--- src/rtl/hazard_sequencer.sv ---
// hazard_sequencer: load-use / branch / jump hazard FSM driving IF/ID mode, PC write and ID/EX bubble.
// Optional stall/flush performance counters are built only when HAZARD_SEQ_PERF_EN is defined.
module hazard_sequencer #(
    parameter int LOAD_LAT = 1,
    parameter int CNT_W    = 16
) (
    input  logic             clk,
    input  logic             rst_n,
    input  logic [4:0]       id_rs,
    input  logic [4:0]       id_rt,
    input  logic             id_use_rs,
    input  logic             id_use_rt,
    input  logic             ex_mem_read,
    input  logic [4:0]       ex_rd,
    input  logic             id_jump,
    input  logic             ex_br_taken,
    input  logic             mem_busy,
    output logic [1:0]       if_id_mux,
    output logic             pc_write,
    output logic             id_ex_flush,
    output logic [CNT_W-1:0] stall_cnt,
    output logic [CNT_W-1:0] flush_cnt
);
    typedef enum logic [1:0] {RUN, LU_WAIT, FREEZE} state_t;
    localparam logic [3:0] LAT_M1 = 4'(LOAD_LAT - 1);
    state_t     state, state_nxt, saved, saved_nxt, eff;
    logic [3:0] wcnt, wcnt_nxt;
    logic       lu;
    assign lu = ex_mem_read && ex_rd != 5'd0 &&
                ((id_use_rs && id_rs == ex_rd) || (id_use_rt && id_rt == ex_rd));
    always_ff @(posedge clk or negedge rst_n) begin
        if (!rst_n) begin
            state <= RUN;
            saved <= RUN;
            wcnt  <= 4'd0;
        end else begin
            state <= state_nxt;
            saved <= saved_nxt;
            wcnt  <= wcnt_nxt;
        end
    end
    // A released freeze behaves in the same cycle as the state it interrupted.
    always_comb begin
        eff         = (state == FREEZE) ? saved : state;
        state_nxt   = eff;
        saved_nxt   = saved;
        wcnt_nxt    = wcnt;
        if_id_mux   = 2'b00;
        pc_write    = 1'b1;
        id_ex_flush = 1'b0;
        if (mem_busy) begin
            if_id_mux = 2'b10;
            pc_write  = 1'b0;
            state_nxt = FREEZE;
            saved_nxt = eff;
        end else if (ex_br_taken) begin
            if_id_mux   = 2'b01;
            id_ex_flush = 1'b1;
            state_nxt   = RUN;
            wcnt_nxt    = 4'd0;
        end else if (eff == LU_WAIT) begin
            if_id_mux   = 2'b10;
            pc_write    = 1'b0;
            id_ex_flush = 1'b1;
            wcnt_nxt    = wcnt - 4'd1;
            state_nxt   = (wcnt == 4'd1) ? RUN : LU_WAIT;
        end else if (lu) begin
            if_id_mux   = 2'b10;
            pc_write    = 1'b0;
            id_ex_flush = 1'b1;
            if (LOAD_LAT > 1) begin
                state_nxt = LU_WAIT;
                wcnt_nxt  = LAT_M1;
            end
        end else if (id_jump) begin
            if_id_mux = 2'b01;
        end
    end
`ifdef HAZARD_SEQ_PERF_EN
    logic [CNT_W-1:0] sc_q, fc_q;
    always_ff @(posedge clk or negedge rst_n) begin
        if (!rst_n) begin
            sc_q <= '0;
            fc_q <= '0;
        end else begin
            if (!pc_write && !(&sc_q)) sc_q <= sc_q + 1'b1;
            if (if_id_mux == 2'b01 && !(&fc_q)) fc_q <= fc_q + 1'b1;
        end
    end
    assign stall_cnt = sc_q;
    assign flush_cnt = fc_q;
`else
    assign stall_cnt = '0;
    assign flush_cnt = '0;
`endif
endmodule

--- config.mk ---
export PLATFORM = sky130hd
export DESIGN_NAME = hazard_sequencer
export DESIGN_NICKNAME = d
export VERILOG_FILES = /design/src/rtl/hazard_sequencer.sv
export SDC_FILE = /design/constraint.sdc
export NUM_CORES = 1
export LEC_CHECK = 0
export ABC_CLOCK_PERIOD_IN_PS = 1460
export CAP_MARGIN = 20
export CORE_UTILIZATION = 35
export CTS_CLUSTER_DIAMETER = 40
export DETAILED_ROUTE_END_ITERATION = 10
export PLACE_DENSITY = 0.77
export SLEW_MARGIN = 20
export SYNTH_ARGS = -nofsm -noshare
export SYNTH_HDL_FRONTEND = slang
export SYNTH_SLANG_ARGS = --single-unit
--- constraint.sdc ---
create_clock -name clk -period 1.46 [get_ports clk]
set_input_delay 0.146 -clock clk [delete_from_list [all_inputs] [get_ports clk]]
set_output_delay 0.146 -clock clk [all_outputs]
set_load 0.01 [all_outputs]
==> reports/metrics.csv, run 1 <==
metric,value,unit
fin crit share,116,%
power share of the clock group,25.6,%
Max clock buf depth,2,
Post-Synth Simple-Gate Area,16.8,%
number of cell rows,17,
CTS tree,done,
global-route wire length before repair,3130,um
filler cell count,218,
RSZ-0062 raised after global routing,yes,
Yosys cell types,31,
number of CTS-inserted buffers,3,
most common cell in the netlist,buf_4,
Post-synth ARST share,100,%
Net Sw Power,0.236,mW
Final Skew,0.00192,ns
cell count after placement,177,
Final Non-Filler Cells,185,
worst hold path class,primary input to asynchronous set/reset pin,
ant diodes,0,
main flop type after synthesis,dfrtp_1,
"Max FO, Critical Path",5,
Finished Cell Area,0.00131,mm^2
CTS root buffer,clkbuf_4,
Die W,51.6,um
FF+latch area,200,um^2
status,finished with violations,
placed cell areas,0.00116,mm^2
routed len/inst,11.4,um
Hold Slack,0.164,ns
largest net degree at the start of global routing,9,
pwr dens,534,mW/mm^2
Core Area,0.00228,mm^2
post-synthesis sequential area ratio,23.2,%
"Cell Area, Synth",862,um^2
multi-input logic area,608,um^2
"EDFF count, synth",0,
drt pass-1 iters,4,
Worst VDD drop,0.453,mV
initial drt markers,13,
"flops & latches, synth",8,
Die Y,51.6,um
Synth top area share,27.9,%
HPWL Detailed,1520,um
Synth Warn #,0,
post-route setup TNS,-0.659,ns
initial antenna violation count,0,
Max Cap Viol,0,
worst setup path category,flip-flop to output pin,
f_max,592,MHz
routed vias,820,
crit path time final,1.69,ns
Gate power share,38.0,%
Num Clock Sinks,8,
residual overflow from global routing,0,
Sw Ratio,33.7,%
I/O Buffers,26,
Mapped Avg Cell Area,8.06,um^2
P_leak,0.680,nW
Gate Count Post-Synth,107,
initial core utilization,37.9,%
Final Max Tran Viols,0,
Internal,0.464,mW
final core utilization,57.6,%
"area leader, netlist",buf_4,
area share of fa/ha/maj cells after synthesis,2.90,%
startpoint types,flip-flop,
clock latency on the worst-skew pair,0.26,ns
drt total wl,2100,um
vias in the first global route,767,
Synth Area in Compound Gates,16.3,%
setup violators final,5,
fin nets,184,
final setup margin,-0.228,ns
share of cells above drive strength 1,32.5,%
DRC Markers,0,
CP arrival,1.54,ns
Final Wtd Congestion,0.811,
Final Hold Fails,0,
H-tree Lvls,1,
Worst Path Required,1.31,ns
ranking of synthesized cells by area,"buf_4, dfrtp_1, xnor2_1",
Sequential Power Share,36.3,%
violated checks,negative setup slack,
number of routed nets with antenna violations,0,
Worst-path clk slew,0.06,ns
vias per cell,4.43,
Layout area overhead,52.1,%
most frequent cells after synthesis,"buf_4, nand2_1, xnor2_1, dfrtp_1, nor2_1",
IO Pins,59,
xor and xnor fraction of the mapped netlist area,10.2,%
CP endpoint kind,output pin,
Die Area,0.00267,mm^2
post-synthesis mux area share,0,%
main combinational cell family by area after synthesis,buffers and inverters,
All-Layer GR Usage,15.9,%
## cell type report
class	instances	share of cell area (%)
flip-flops and latches	8	15.3
multi-input cells	93	46.4
well taps	28	2.67
repair buffers	49	32.8
inverters	4	1.15
clock buffers	3	1.72
## state kept, by name (all words and copies together), names as in the netlist
| register | count |
|---|---|
| saved | 2 |
| state | 2 |
| wcnt | 4 |
## worst max-delay path, cell delays in order, from the launching register on
cell	delay, ns
dfrtp_1	0.41
and4bb_4	0.37
nor3_2	0.05
a21oi_1	0.15
o41a_1	0.17
buf_2	0.13
## kinds of logic after synthesis
kind of cell               Yosys count
adders and majority gates            2
xor gates and xnor gates            10
buffers and inverters               37
DFF                                  8
and+or+nand+nor                     30
other                                1
AOI/OAI and AO/OA                   19
## final timing paths
| check | endpoint | from | cells after the start | slack [ns] |
|---|---|---|---|---|
| min in group clk | wcnt[1] | wcnt[1] | 1 | 0.53 |
| hold / removal | state[0] | rst_n | 1 | 0.16 |
| setup / recovery | id_ex_flush | state[0] | 5 | -0.23 |
| setup reg to reg | wcnt[2] | state[0] | 7 | 0 |
| hold reg to reg | wcnt[1] | wcnt[1] | 1 | 0.53 |
| max in group asynchronous | wcnt[0] | rst_n | 1 | 1.03 |
## routing by layer
metal,part of all wire [%],wire [um],vias up,GRT usage (%)
met5,0,0,-,0
met4,1.5,31,0,4.05
met3,4.4,92,4,6.73
met2,55,1150,24,30.1
met1,39,830,394,15.6
li1,-,-,398,-
## repair_timing
item                                    in CTS  in global routing
resized for setup                           43                 21
endpoints found under the hold margin        0                  0
setup buffers                                5                  1
endpoints found under the setup margin       4                  9
gates cloned                                 0                  0
hold buffers                                 0                  0
pin swaps                                   10                 17
## cell usage in the layout (no fill, tap or decap), drive strengths merged, types with 2 or more instances in the layout
| cell | netlist | final |
|---|---|---|
| conb | 1 | 32 |
| buf | 33 | 30 |
| nand2 | 12 | 12 |
| xnor2 | 10 | 10 |
| dlymetal6s2s | 0 | 9 |
| clkdlybuf4s50 | 0 | 8 |
| dfrtp | 8 | 8 |
| nor2 | 7 | 7 |
| o21ai | 6 | 6 |
| inv | 4 | 4 |
| clkbuf | 0 | 3 |
| nor3 | 3 | 3 |
| nand4 | 2 | 2 |
| a21oi | 2 | 2 |
| ha | 2 | 2 |
| nor2b | 2 | 2 |
## through the flow
stage | setup slack [ns] | power (mW)
final | -0.228 | 0.700
after detailed placement | -0.845 | 0.503
after global placement | -0.820 | 0.495
after floorplan | 0.0516 | 0.438
after CTS | -0.205 | 0.684
after global routing | -0.304 | 0.748
## power groups by stage
| stage | sequential [mW] | combinational, mW | clock, mW |
|---|---|---|---|
| CTS | 0.253 | 0.246 | 0.184 |
| finish | 0.254 | 0.266 | 0.179 |
| global route | 0.257 | 0.289 | 0.203 |
| global placement | 0.254 | 0.241 | 0 |
| floorplan | 0.254 | 0.185 | 0 |
| detailed placement | 0.257 | 0.246 | 0 |
(Power assumes the default switching activity.)
==> run 2, diff against run 1 <==
--- a/config.mk
+++ b/config.mk
@@ -10,6 +10,7 @@
 export CORE_UTILIZATION = 35
 export CTS_CLUSTER_DIAMETER = 40
 export DETAILED_ROUTE_END_ITERATION = 10
+export GPL_ROUTABILITY_DRIVEN = 0
 export PLACE_DENSITY = 0.77
 export SLEW_MARGIN = 20
 export SYNTH_ARGS = -nofsm -noshare
==> results of run 2 <==
Final layout, timing and power as in run 1 (identical DEF).
==> run 3, diff against run 2 <==
--- a/config.mk
+++ b/config.mk
@@ -11,6 +11,7 @@
 export CTS_CLUSTER_DIAMETER = 40
 export DETAILED_ROUTE_END_ITERATION = 10
 export GPL_ROUTABILITY_DRIVEN = 0
+export GPL_TIMING_DRIVEN = 0
 export PLACE_DENSITY = 0.77
 export SLEW_MARGIN = 20
 export SYNTH_ARGS = -nofsm -noshare
==> run 3 against run 2 <==
  * The flow still finishes with violations (negative setup slack)
  * Flip-flop and latch count did not move
  * Global-route usage rose by 1.1 points
  * Largest power group unchanged
  * Largest cell class is now buffers
  * Clock skew barely moved
==> reports/metrics.csv, run 3 (synthesized netlist as in run 1, its figures left out) <==
metric,value,unit,change
Final Max Tran Viols,0,,unchanged
worst hold path class,primary input to asynchronous set/reset pin,,unchanged
status,finished with violations,,unchanged
"Slowest-stage cell, CP",or4_4,,was dfrtp_1
ant diodes,0,,unchanged
registers with the most flip-flops,"wcnt (4), saved (2), state (2)",,unchanged
CTS tree,done,,unchanged
drt pass-1 iters,4,,unchanged
All-Layer GR Usage,17.0,%,was 15.9%
Worst VDD drop,0.384,mV,was 0.453 mV
Die Area,0.00267,mm^2,unchanged
Die W,51.6,um,unchanged
initial core utilization,37.9,%,unchanged
placed cell areas,0.00127,mm^2,was 0.00116 mm^2
HPWL Detailed,1600,um,was 1520 um
setup violators final,6,,was 5
number of CTS-inserted buffers,3,,unchanged
Final Hold Fails,0,,unchanged
Finished Cell Area,0.00147,mm^2,was 0.00131 mm^2
vias in the first global route,787,,was 767
Core Area,0.00228,mm^2,unchanged
Largest Register,wcnt,,unchanged
Critical R2R Capture,wcnt[3],,was wcnt[2]
f_max,594,MHz,was 592 MHz
fin nets,207,,was 184
CTS root buffer,clkbuf_4,,unchanged
P_leak,0.796,nW,was 0.680 nW
Hold Slack,0.182,ns,was 0.164 ns
Die Y,51.6,um,unchanged
fin crit share,115,%,was 116%
Worst Path Required,1.31,ns,about the same
routed len/inst,11.6,um,was 11.4 um
routed vias,887,,was 820
Num Clock Sinks,8,,unchanged
final core utilization,64.8,%,was 57.6%
startpoint types,primary input,,was flip-flop
pwr dens,497,mW/mm^2,was 534 mW/mm^2
IO Pins,59,,unchanged
pre-CTS WS,-0.940,ns,was -0.845 ns
Crit. Startpoint,ex_rd[4],,was state[0]
RSZ-0062 raised after global routing,yes,,unchanged
I/O Buffers,26,,unchanged
final setup margin,-0.224,ns,was -0.228 ns
RR Startpoint,state[0],,unchanged
Final Skew,0.00172,ns,was 0.00192 ns
initial drt markers,12,,was 13
Layout area overhead,71.0,%,was 52.1%
"Max FO, Critical Path",3,,was 5
most frequent cells in the layout,"buf_4, conb_1, nand2_1",,"was conb_1, buf_4, nand2_1"
Max clock buf depth,2,,unchanged
number of routed nets with antenna violations,0,,unchanged
worst setup path end,if_id_mux[1],,was id_ex_flush
Worst Reg-to-Reg Cells,5,,was 7
"commonest non-fill, non-tap cell in the layout",buf_4,,was conb_1
initial antenna violation count,0,,unchanged
number of cell rows,17,,unchanged
global-route wire length before repair,3350,um,was 3130 um
crit path time final,1.68,ns,was 1.69 ns
number of flip-flops in the largest register,4,,unchanged
CP arrival,1.54,ns,about the same
CP endpoint kind,output pin,,unchanged
Max Cap Viol,0,,unchanged
share of cells above drive strength 1,40.0,%,was 32.5%
DRC Markers,0,,unchanged
crit path cell chain,"buf_6, or4_4, o21ai_2, buf_4, nor2_2, a211o_1, buf_2",,"was and4bb_4, nor3_2, a21oi_1, o41a_1, buf_2"
worst setup path category,primary input to output pin,,was flip-flop to output pin
H-tree Lvls,1,,unchanged
vias per cell,4.26,,was 4.43
clock latency on the worst-skew pair,0.25,ns,was 0.26 ns
Worst-path clk slew,0.05,ns,was 0.06 ns
residual overflow from global routing,0,,unchanged
Reg2Reg Setup Slack,-0.09,ns,was 0 ns
CP peak stage delay,0.53,ns,was 0.41 ns
largest net degree at the start of global routing,11,,was 9
drt total wl,2420,um,was 2100 um
violated checks,negative setup slack,,unchanged
==> run 3: changes by cell type in the layout (fill, tap and decap cells not counted), sizes merged <==
cell           before  now
buf                30   54
clkdlybuf4s50       8    9
dlymetal6s2s        9    8
clkdlybuf4s15       1    0
==> run 3: through the flow <==
stage / setup TNS [ns] / std cells / power [mW]
after floorplan: 0 / 138 / 0.438
after global placement: -3.34 / 192 / 0.536
after detailed placement: -3.44 / 192 / 0.543
after CTS: -0.724 / 205 / 0.719
after global routing: -1.50 / 208 / 0.782
final: -0.924 / 208 / 0.732
==> run 3: how the worst min path moves through the flow <==
stage,depth (start not counted),endpoint,start
floorplan,0,saved[0],rst_n
global placement,1,saved[0],rst_n
detailed placement,1,saved[1],rst_n
CTS,1,state[0],rst_n
global route,1,saved[1],rst_n
finish,1,saved[1],rst_n
==> run 3: what timing repair did <==
action,in CTS,in global routing
setup buffers,10,3
pin swaps,9,13
hold buffers,0,0
setup endpoints to repair,4,8
resized for setup,49,16
==> run 3: area by class of cell <==
| cell class | instances | area [um^2] |
|---|---|---|
| timing repair buffer | 39 | 360 |
| buffer | 33 | 245 |
| clock buffer | 3 | 22.5 |
| tap | 28 | 35.0 |
| sequential | 8 | 200 |
| inverter | 4 | 15.0 |
| multi-input combinational | 93 | 596 |
| fill | 203 | 802 |
==> run 3: metal layers <==
layer / vias to the layer above / part of all wire, % / track usage, %
met5: - / 0 / 0
met4: 0 / 2.0 / 1.35
met3: 6 / 5.9 / 6.73
met2: 39 / 54 / 31.6
met1: 396 / 38 / 18.6
li1: 446 / - / -
==> run 3: power by group <==
group	internal, mW	switching, mW	total [mW]
Combinational	0.172	0.144	0.316
Sequential	0.237	0.0148	0.252
Clock	0.0938	0.0706	0.164
==> run 3: critical path, delay by kind of cell <==
kind,cells,cell delay (ns)
buf+inv,3,0.39
simple gates,2,0.57
compound gates,2,0.43
